<file path="config.mk">
export PLATFORM = sky130hd
export DESIGN_NAME = jacobi_sequencer_flat
export DESIGN_NICKNAME = d
export VERILOG_FILES = /design/src/rtl/jacobi_pkg.sv /design/src/rtl/jacobi_sequencer_if.sv /design/src/rtl/jacobi_wdog.sv /design/src/rtl/jacobi_sequencer.sv /design/src/flat_wrapper.sv
export SDC_FILE = /design/constraint.sdc
export NUM_CORES = 1
export LEC_CHECK = 0
export ABC_AREA = 1
export BUFFER_PORTS_ARGS = -buffer_cell sky130_fd_sc_hd__buf_2
export CAP_MARGIN = 20
export CORE_UTILIZATION = 53
export DETAILED_ROUTE_END_ITERATION = 8
export GPL_ROUTABILITY_DRIVEN = 0
export PLACE_DENSITY_LB_ADDON = 0.05
export SYNTH_ARGS = -nofsm -noshare
export SYNTH_HDL_FRONTEND = slang
export SYNTH_HIERARCHICAL = 1
export SYNTH_SLANG_ARGS = --single-unit
</file>
<file path="constraint.sdc">
create_clock -name clk -period 2.9 [get_ports clk]
set_clock_uncertainty 0.15 [all_clocks]
set_input_delay 0.58 -clock clk [delete_from_list [all_inputs] [get_ports clk]]
set_output_delay 0.58 -clock clk [all_outputs]
set_load 0.02 [all_outputs]
</file>
<file path="src/rtl/jacobi_pkg.sv">
// Shared state codes, stage count and helpers for the Jacobi eigen-decomposition sequencer.
package jacobi_pkg;

    localparam int NUM_STAGES = 9;

    typedef logic [3:0] state_t;

    localparam state_t ST_IDLE    = 4'd0;
    localparam state_t ST_COV     = 4'd1;
    localparam state_t ST_MUX     = 4'd2;
    localparam state_t ST_ROTATE  = 4'd3;
    localparam state_t ST_K       = 4'd4;
    localparam state_t ST_MAX     = 4'd5;
    localparam state_t ST_THETA   = 4'd6;
    localparam state_t ST_S       = 4'd7;
    localparam state_t ST_COUNTER = 4'd8;
    localparam state_t ST_ETME    = 4'd9;
    localparam state_t ST_DONE    = 4'd10;
    localparam state_t ST_ERR     = 4'd11;

    function automatic logic is_stage(input state_t s);
        return (s >= ST_COV) && (s <= ST_ETME);
    endfunction

    // Stage state s maps to bit s-1 of the start/done vectors.
    function automatic logic [NUM_STAGES-1:0] stage_onehot(input state_t s);
        logic [NUM_STAGES-1:0] oh;
        oh = '0;
        if (is_stage(s)) oh[s - ST_COV] = 1'b1;
        return oh;
    endfunction

endpackage

</file>
<file path="src/rtl/jacobi_sequencer_if.sv">
// Handshake bundle between the Jacobi sequencer (master) and its run controller / stage units (slave).
interface jacobi_sequencer_if #(parameter int ITER_W = 3);
    import jacobi_pkg::*;

    logic                  start;
    logic                  abort;
    logic [NUM_STAGES-1:0] stage_done;
    logic                  converged;
    logic [NUM_STAGES-1:0] stage_start;
    state_t                state;
    logic [ITER_W-1:0]     iteration_cnt;
    logic                  busy;
    logic                  done;
    logic                  error;

    modport master (
        input  start, abort, stage_done, converged,
        output stage_start, state, iteration_cnt, busy, done, error
    );

    modport slave (
        output start, abort, stage_done, converged,
        input  stage_start, state, iteration_cnt, busy, done, error
    );

endinterface

</file>
<file path="src/rtl/jacobi_wdog.sv">
// Per-stage watchdog: clearable up-counter that parks at its terminal count WDOG_CYCLES-1.
module jacobi_wdog #(
    parameter int WDOG_CYCLES = 1024
) (
    input  logic clk,
    input  logic rst,
    input  logic clr,
    input  logic en,
    output logic tc
);

    localparam int              CNT_W = $clog2(WDOG_CYCLES);
    localparam logic [CNT_W-1:0] LAST = CNT_W'(WDOG_CYCLES - 1);

    logic [CNT_W-1:0] cnt_q, cnt_d;

    assign tc = (cnt_q == LAST);

    always_comb begin
        cnt_d = cnt_q;
        if (clr) begin
            cnt_d = '0;
        end else if (en && !tc) begin
            cnt_d = cnt_q + 1'b1;
        end
    end

    always_ff @(posedge clk) begin
        if (rst) begin
            cnt_q <= '0;
        end else begin
            cnt_q <= cnt_d;
        end
    end

endmodule

</file>
<file path="src/rtl/jacobi_sequencer.sv">
// Start/done sequencer for the nine Jacobi stage units, looping mux..ETME until MAX_ITER or convergence.
// Define JACOBI_SEQ_WDOG_EN to add the per-stage watchdog and the ERR state.
module jacobi_sequencer
    import jacobi_pkg::*;
#(
    parameter int MAX_ITER    = 5,
    parameter int ITER_W      = 3,
    parameter int WDOG_CYCLES = 1024
) (
    input  logic                clk,
    input  logic                rst,
    jacobi_sequencer_if.master  bus
);

    localparam logic [ITER_W-1:0] MAX_CNT = ITER_W'(MAX_ITER);

    state_t                state_q, state_d;
    logic [NUM_STAGES-1:0] stage_start_q, stage_start_d;
    logic [ITER_W-1:0]     iter_q, iter_d;
    logic                  busy_q, busy_d;
    logic                  done_q, done_d;
    logic                  error_q, error_d;

    logic                  active_done;
    logic [ITER_W-1:0]     iter_inc;
    logic                  wdog_tc;

    // A stage's start pulse is only high in its entry cycle, so it doubles as the entry marker.
    assign active_done = (|(bus.stage_done & stage_onehot(state_q))) && !(|stage_start_q);
    assign iter_inc    = (iter_q == MAX_CNT) ? iter_q : iter_q + 1'b1;

`ifdef JACOBI_SEQ_WDOG_EN
    jacobi_wdog #(
        .WDOG_CYCLES (WDOG_CYCLES)
    ) u_wdog (
        .clk (clk),
        .rst (rst),
        .clr (state_d != state_q),
        .en  (is_stage(state_q)),
        .tc  (wdog_tc)
    );
`else
    assign wdog_tc = 1'b0;
`endif

    always_comb begin
        // NOTE: every output of this block gets a default first so no path can infer a latch.
        state_d = state_q;
        iter_d  = iter_q;
        error_d = error_q;

        if (is_stage(state_q)) begin
            if (bus.abort) begin
                state_d = ST_IDLE;
            end else if (active_done) begin
                if (state_q == ST_ETME) begin
                    iter_d  = iter_inc;
                    state_d = (iter_inc == MAX_CNT || bus.converged) ? ST_DONE : ST_MUX;
                end else begin
                    state_d = state_q + 4'd1;
                end
            end else if (wdog_tc) begin
                state_d = ST_ERR;
                error_d = 1'b1;
            end
        end else if (state_q == ST_IDLE || state_q == ST_DONE || state_q == ST_ERR) begin
            if (bus.start) begin
                state_d = ST_COV;
                iter_d  = '0;
                error_d = 1'b0;
            end else if (state_q == ST_DONE) begin
                state_d = ST_IDLE;
            end
        end else begin
            state_d = ST_IDLE;
        end

        // Every transition lands in a different state, so a change of state is a stage entry.
        stage_start_d = (state_d != state_q) ? stage_onehot(state_d) : '0;
        busy_d        = is_stage(state_d);
        done_d        = (state_d == ST_DONE);
    end

    always_ff @(posedge clk) begin
        // NOTE: non-blocking assignments so every flop samples the pre-edge values of the others.
        if (rst) begin
            state_q       <= ST_IDLE;
            stage_start_q <= '0;
            iter_q        <= '0;
            busy_q        <= 1'b0;
            done_q        <= 1'b0;
            error_q       <= 1'b0;
        end else begin
            state_q       <= state_d;
            stage_start_q <= stage_start_d;
            iter_q        <= iter_d;
            busy_q        <= busy_d;
            done_q        <= done_d;
            error_q       <= error_d;
        end
    end

    assign bus.state         = state_q;
    assign bus.stage_start   = stage_start_q;
    assign bus.iteration_cnt = iter_q;
    assign bus.busy          = busy_q;
    assign bus.done          = done_q;
    assign bus.error         = error_q;

    a_cfg_legal: assert property (@(posedge clk)
        (MAX_ITER >= 1) && (MAX_ITER < (1 << ITER_W)) && (WDOG_CYCLES >= 2));

endmodule
</file>
<file path="src/flat_wrapper.sv">
// flat-port wrapper written by rule: the top's interface ports become plain ports
module jacobi_sequencer_flat import jacobi_pkg::*;
#(
    parameter int MAX_ITER    = 5,
    parameter int ITER_W      = 3,
    parameter int WDOG_CYCLES = 1024
)
  (clk, rst, bus_start, bus_abort, bus_stage_done, bus_converged, bus_stage_start, bus_state, bus_iteration_cnt, bus_busy, bus_done, bus_error);
  jacobi_sequencer_if #(.ITER_W(ITER_W)) bus_i ();
  input  logic clk;
  input  logic rst;
  input wire logic [$bits(bus_i.start)-1:0] bus_start;
  input wire logic [$bits(bus_i.abort)-1:0] bus_abort;
  input wire logic [$bits(bus_i.stage_done)-1:0] bus_stage_done;
  input wire logic [$bits(bus_i.converged)-1:0] bus_converged;
  output wire logic [$bits(bus_i.stage_start)-1:0] bus_stage_start;
  output wire logic [$bits(bus_i.state)-1:0] bus_state;
  output wire logic [$bits(bus_i.iteration_cnt)-1:0] bus_iteration_cnt;
  output wire logic [$bits(bus_i.busy)-1:0] bus_busy;
  output wire logic [$bits(bus_i.done)-1:0] bus_done;
  output wire logic [$bits(bus_i.error)-1:0] bus_error;
  assign bus_i.start = bus_start;
  assign bus_i.abort = bus_abort;
  assign bus_i.stage_done = bus_stage_done;
  assign bus_i.converged = bus_converged;
  assign bus_stage_start = bus_i.stage_start;
  assign bus_state = bus_i.state;
  assign bus_iteration_cnt = bus_i.iteration_cnt;
  assign bus_busy = bus_i.busy;
  assign bus_done = bus_i.done;
  assign bus_error = bus_i.error;
  jacobi_sequencer #(.MAX_ITER(MAX_ITER), .ITER_W(ITER_W), .WDOG_CYCLES(WDOG_CYCLES)) u_core (.clk(clk), .rst(rst), .bus(bus_i));
endmodule
</file>
==> impl_metrics.csv <==
group,metric,value,unit
global_route,grt_max_degree,11,
global_route,antenna_found_initial,0,
cells_and_area,nets,248,
clock_network,hold_buffers,0,
place,port_buffers,31,
place,place_hpwl,2.54,mm
cells_and_area,layout-drive-gt1-share,32.4,%
sta,fin_crit,2600,ps
global_route,gr-total-overflow,0,
logic_synthesis,syn-num-nets,213,
cells_and_area,multi_input_area,898,um2
clock_network,cts_root_buffer,"clkbuf_4",
cells_and_area,fin_cells,255,
worst_setup_path,crit_top_cell,"nand2_1",
sta,maxSlewViolCount,0,
sta,fmax,0.384,GHz
die,initial_core_util,55.5,%
global_route,grt_pass1_wl,5.15,mm
die,die_x,52.7,um
routing,drtIter0Drc,44,
logic_synthesis,syn_area,1360,um2
die,ios,33,
worst_setup_path,required,2980,ps
worst_setup_path,critPathTopFamily,"simple AND/OR/NAND/NOR gates",
status,status,"finished, final reports clean",
worst_setup_path,critPathKind,"flip-flop to flip-flop",
routing,wirelength,3.16,mm
power_and_ir_drop,p_leak,0.000799,uW
clock_network,ctsLongestPathBuffers,2,
place,dp.cells,251,
logic_synthesis,synth_seq_cells,18,
global_route,grt_pass1_vias,1170,
clock_network,insertion_delay,290,ps
global_route,grtUsageTotal,25.2,%
clock_network,post_cts_buffers,0,
sta,hold_viol_final,0,
routing,wl_per_cell,12.4,um
sta,setup_viol,0,
logic_synthesis,syn_avg_cell_area,7.13,um2
cells_and_area,ff_latch_area,360,um2
die,die_h,52.7,um
sta,tns,0,ps
logic_synthesis,yosysSeqAreaShare,26.5,%
power_and_ir_drop,power_density,635,nW/um2
power_and_ir_drop,peakVddDrop,0.448,mV
job,maxCapViolations,0,
cells_and_area,syn_to_final_growth,15.9,%
routing,vias,1332,
cells_and_area,nFillCells,235,
sta,fin_crit_sh,89.7,%
clock_network,numClockSinks,18,
logic_synthesis,yosysUniqueCellTypes,31,
logic_synthesis,netlist_instances,191,
worst_setup_path,max_stage_delay,360,ps
die,design.die.area,2780,um2
worst_setup_path,worstSetupStartpointType,"flip-flop",
clock_network,cts_buffers,3,
worst_setup_path,cp_max_fo,9,
worst_setup_path,endpoint_kind,"flip-flop",
worst_setup_path,path_buf_inv,2,
logic_synthesis,synth_warnings,6,
worst_setup_path,crit_arrival,2680,ps
die,core.rowCount,18,
worst_setup_path,worstPathCellList,"inv_1 -> ha_1 -> xnor2_1 -> o21ai_0 -> nand2_1 -> nand2_1 -> nand2_2 -> nand2_2 -> nand2_2 -> nand3_4 -> inv_4 -> nand2_1 -> nand2_1 -> nor2_1 -> nand2_1 -> nand3_4 -> nor2_2",
cells_and_area,diodes,0,
routing,drtAntennaViolNets,0,
routing,drt_pre_antenna_iters,4,
die,coreArea,2450,um2
routing,via_per_inst,5.22,
clock_network,clkTransAtPathRegs,110,ps
routing,route.detailed.drc,0,
clock_network,cts-htree-levels,1,
worst_setup_path,critPathSlowestCell,"dfxtp_1",
clock_network,cts_tree,"done",
hold_path,hp-class,"flip-flop to flip-flop",
sta,rsz0062_at_grt,"false",
==> cells in the mapped netlist, drive strengths merged <==
cell / count / area [um2]
or2: 1 / 6.26
dfxtp: 18 / 360
buf: 2 / 18.8
nor3: 1 / 5.00
ha: 8 / 100
nor3b: 1 / 18.8
nor2: 30 / 155
clkinv: 1 / 5.00
o21ai: 6 / 33.8
nand3: 24 / 170
nand2: 59 / 259
nand4: 10 / 62.6
clkbuf: 1 / 13.8
xor2: 3 / 26.3
nand3b: 1 / 7.51
inv: 18 / 70.1
xnor2: 1 / 8.76
conb: 1 / 3.75
a21oi: 5 / 36.3
==> routing by layer <==
layer / part of all wire (%) / wire (um) / global-route usage (%)
met5: 0 / 0 / 0
met4: 0.44 / 14 / 8.33
met3: 3.6 / 113 / 3.19
met2: 52 / 1650 / 43.7
met1: 44 / 1380 / 31.6
==> timing repair <==
action,CTS,global route
setup endpoints to repair,0,9
endpoints found under the hold margin,0,0
gates resized for setup,0,1
==> tightest hold or removal path: stages, from the launching register on <==
cell and delay [ps]:
dfxtp_1 360, nand2_1 80, a21oi_1 50
==> state kept, by name (all words and copies together) (netlist names) <==
register	flops
u_core/bus.busy	1
u_core/bus.done	1
u_core/bus.state	4
u_core/bus.iteration_cnt	3
u_core/bus.stage_start	9
==> cells in the final DEF, fill, tap and decap left out, types with 4 or more instances in the layout <==
cell type	count
nand2_1	52
buf_2	31
dfxtp_1	18
nand3_1	17
nor2_1	17
inv_1	15
nor2_2	11
nand4_1	10
ha_1	8
nand3_2	5
nand2_4	4
o21ai_0	4
a21oi_1	4
==> final timing paths <==
path	endpoint	start	cells after the start	slack, ps
min	u_core/bus.iteration_cnt[2]	u_core/bus.iteration_cnt[2]	2	390
max	u_core/bus.stage_start[2]	u_core/bus.state[0]	17	300
max reg2reg	u_core/bus.stage_start[2]	u_core/bus.state[0]	17	300
min reg2reg	u_core/bus.iteration_cnt[2]	u_core/bus.iteration_cnt[2]	2	390
==> metrics by stage <==
stage	cell area [um2]	power (uW)	setup WS [ps]	util, %	hold slack [ps]
after CTS	1570	999	213	64.1	388
after global placement	1540	838	160	62.6	370
final	1580	1000	298	64.3	385
after global routing	1580	1090	45.4	64.3	433
after detailed placement	1540	846	237	62.6	373
after floorplan	1360	729	334	-	434
==> cell families (layout without fill, tap and decap cells) <==
group	Yosys count	after routing	share of synthesized area [%]
AO/OA/AOI/OAI	11	11	5.15
XOR/XNOR	4	4	2.57
adder cells (fa/ha/maj)	8	8	7.35
buffers and inverters	22	56	7.90
flip-flops	18	18	26.5
other	1	1	0.275
AND/OR/NAND/NOR	127	127	50.3
==> layout make-up <==
type                            instances  area share, %
Multi-Input combinational cell        151           56.9
Sequential cell                        18           22.8
Timing Repair Buffer                   33           10.8
Inverter                               19           4.76
Tap cell                               30           2.38
Clock buffer                            4           2.30
==> power by group <==
group,total (uW),switching (uW),internal (uW)
Sequential,287,18.2,269
Clock,152,75.5,76.4
Combinational,563,382,181
Note: power is estimated with default switching activity, not from simulation.
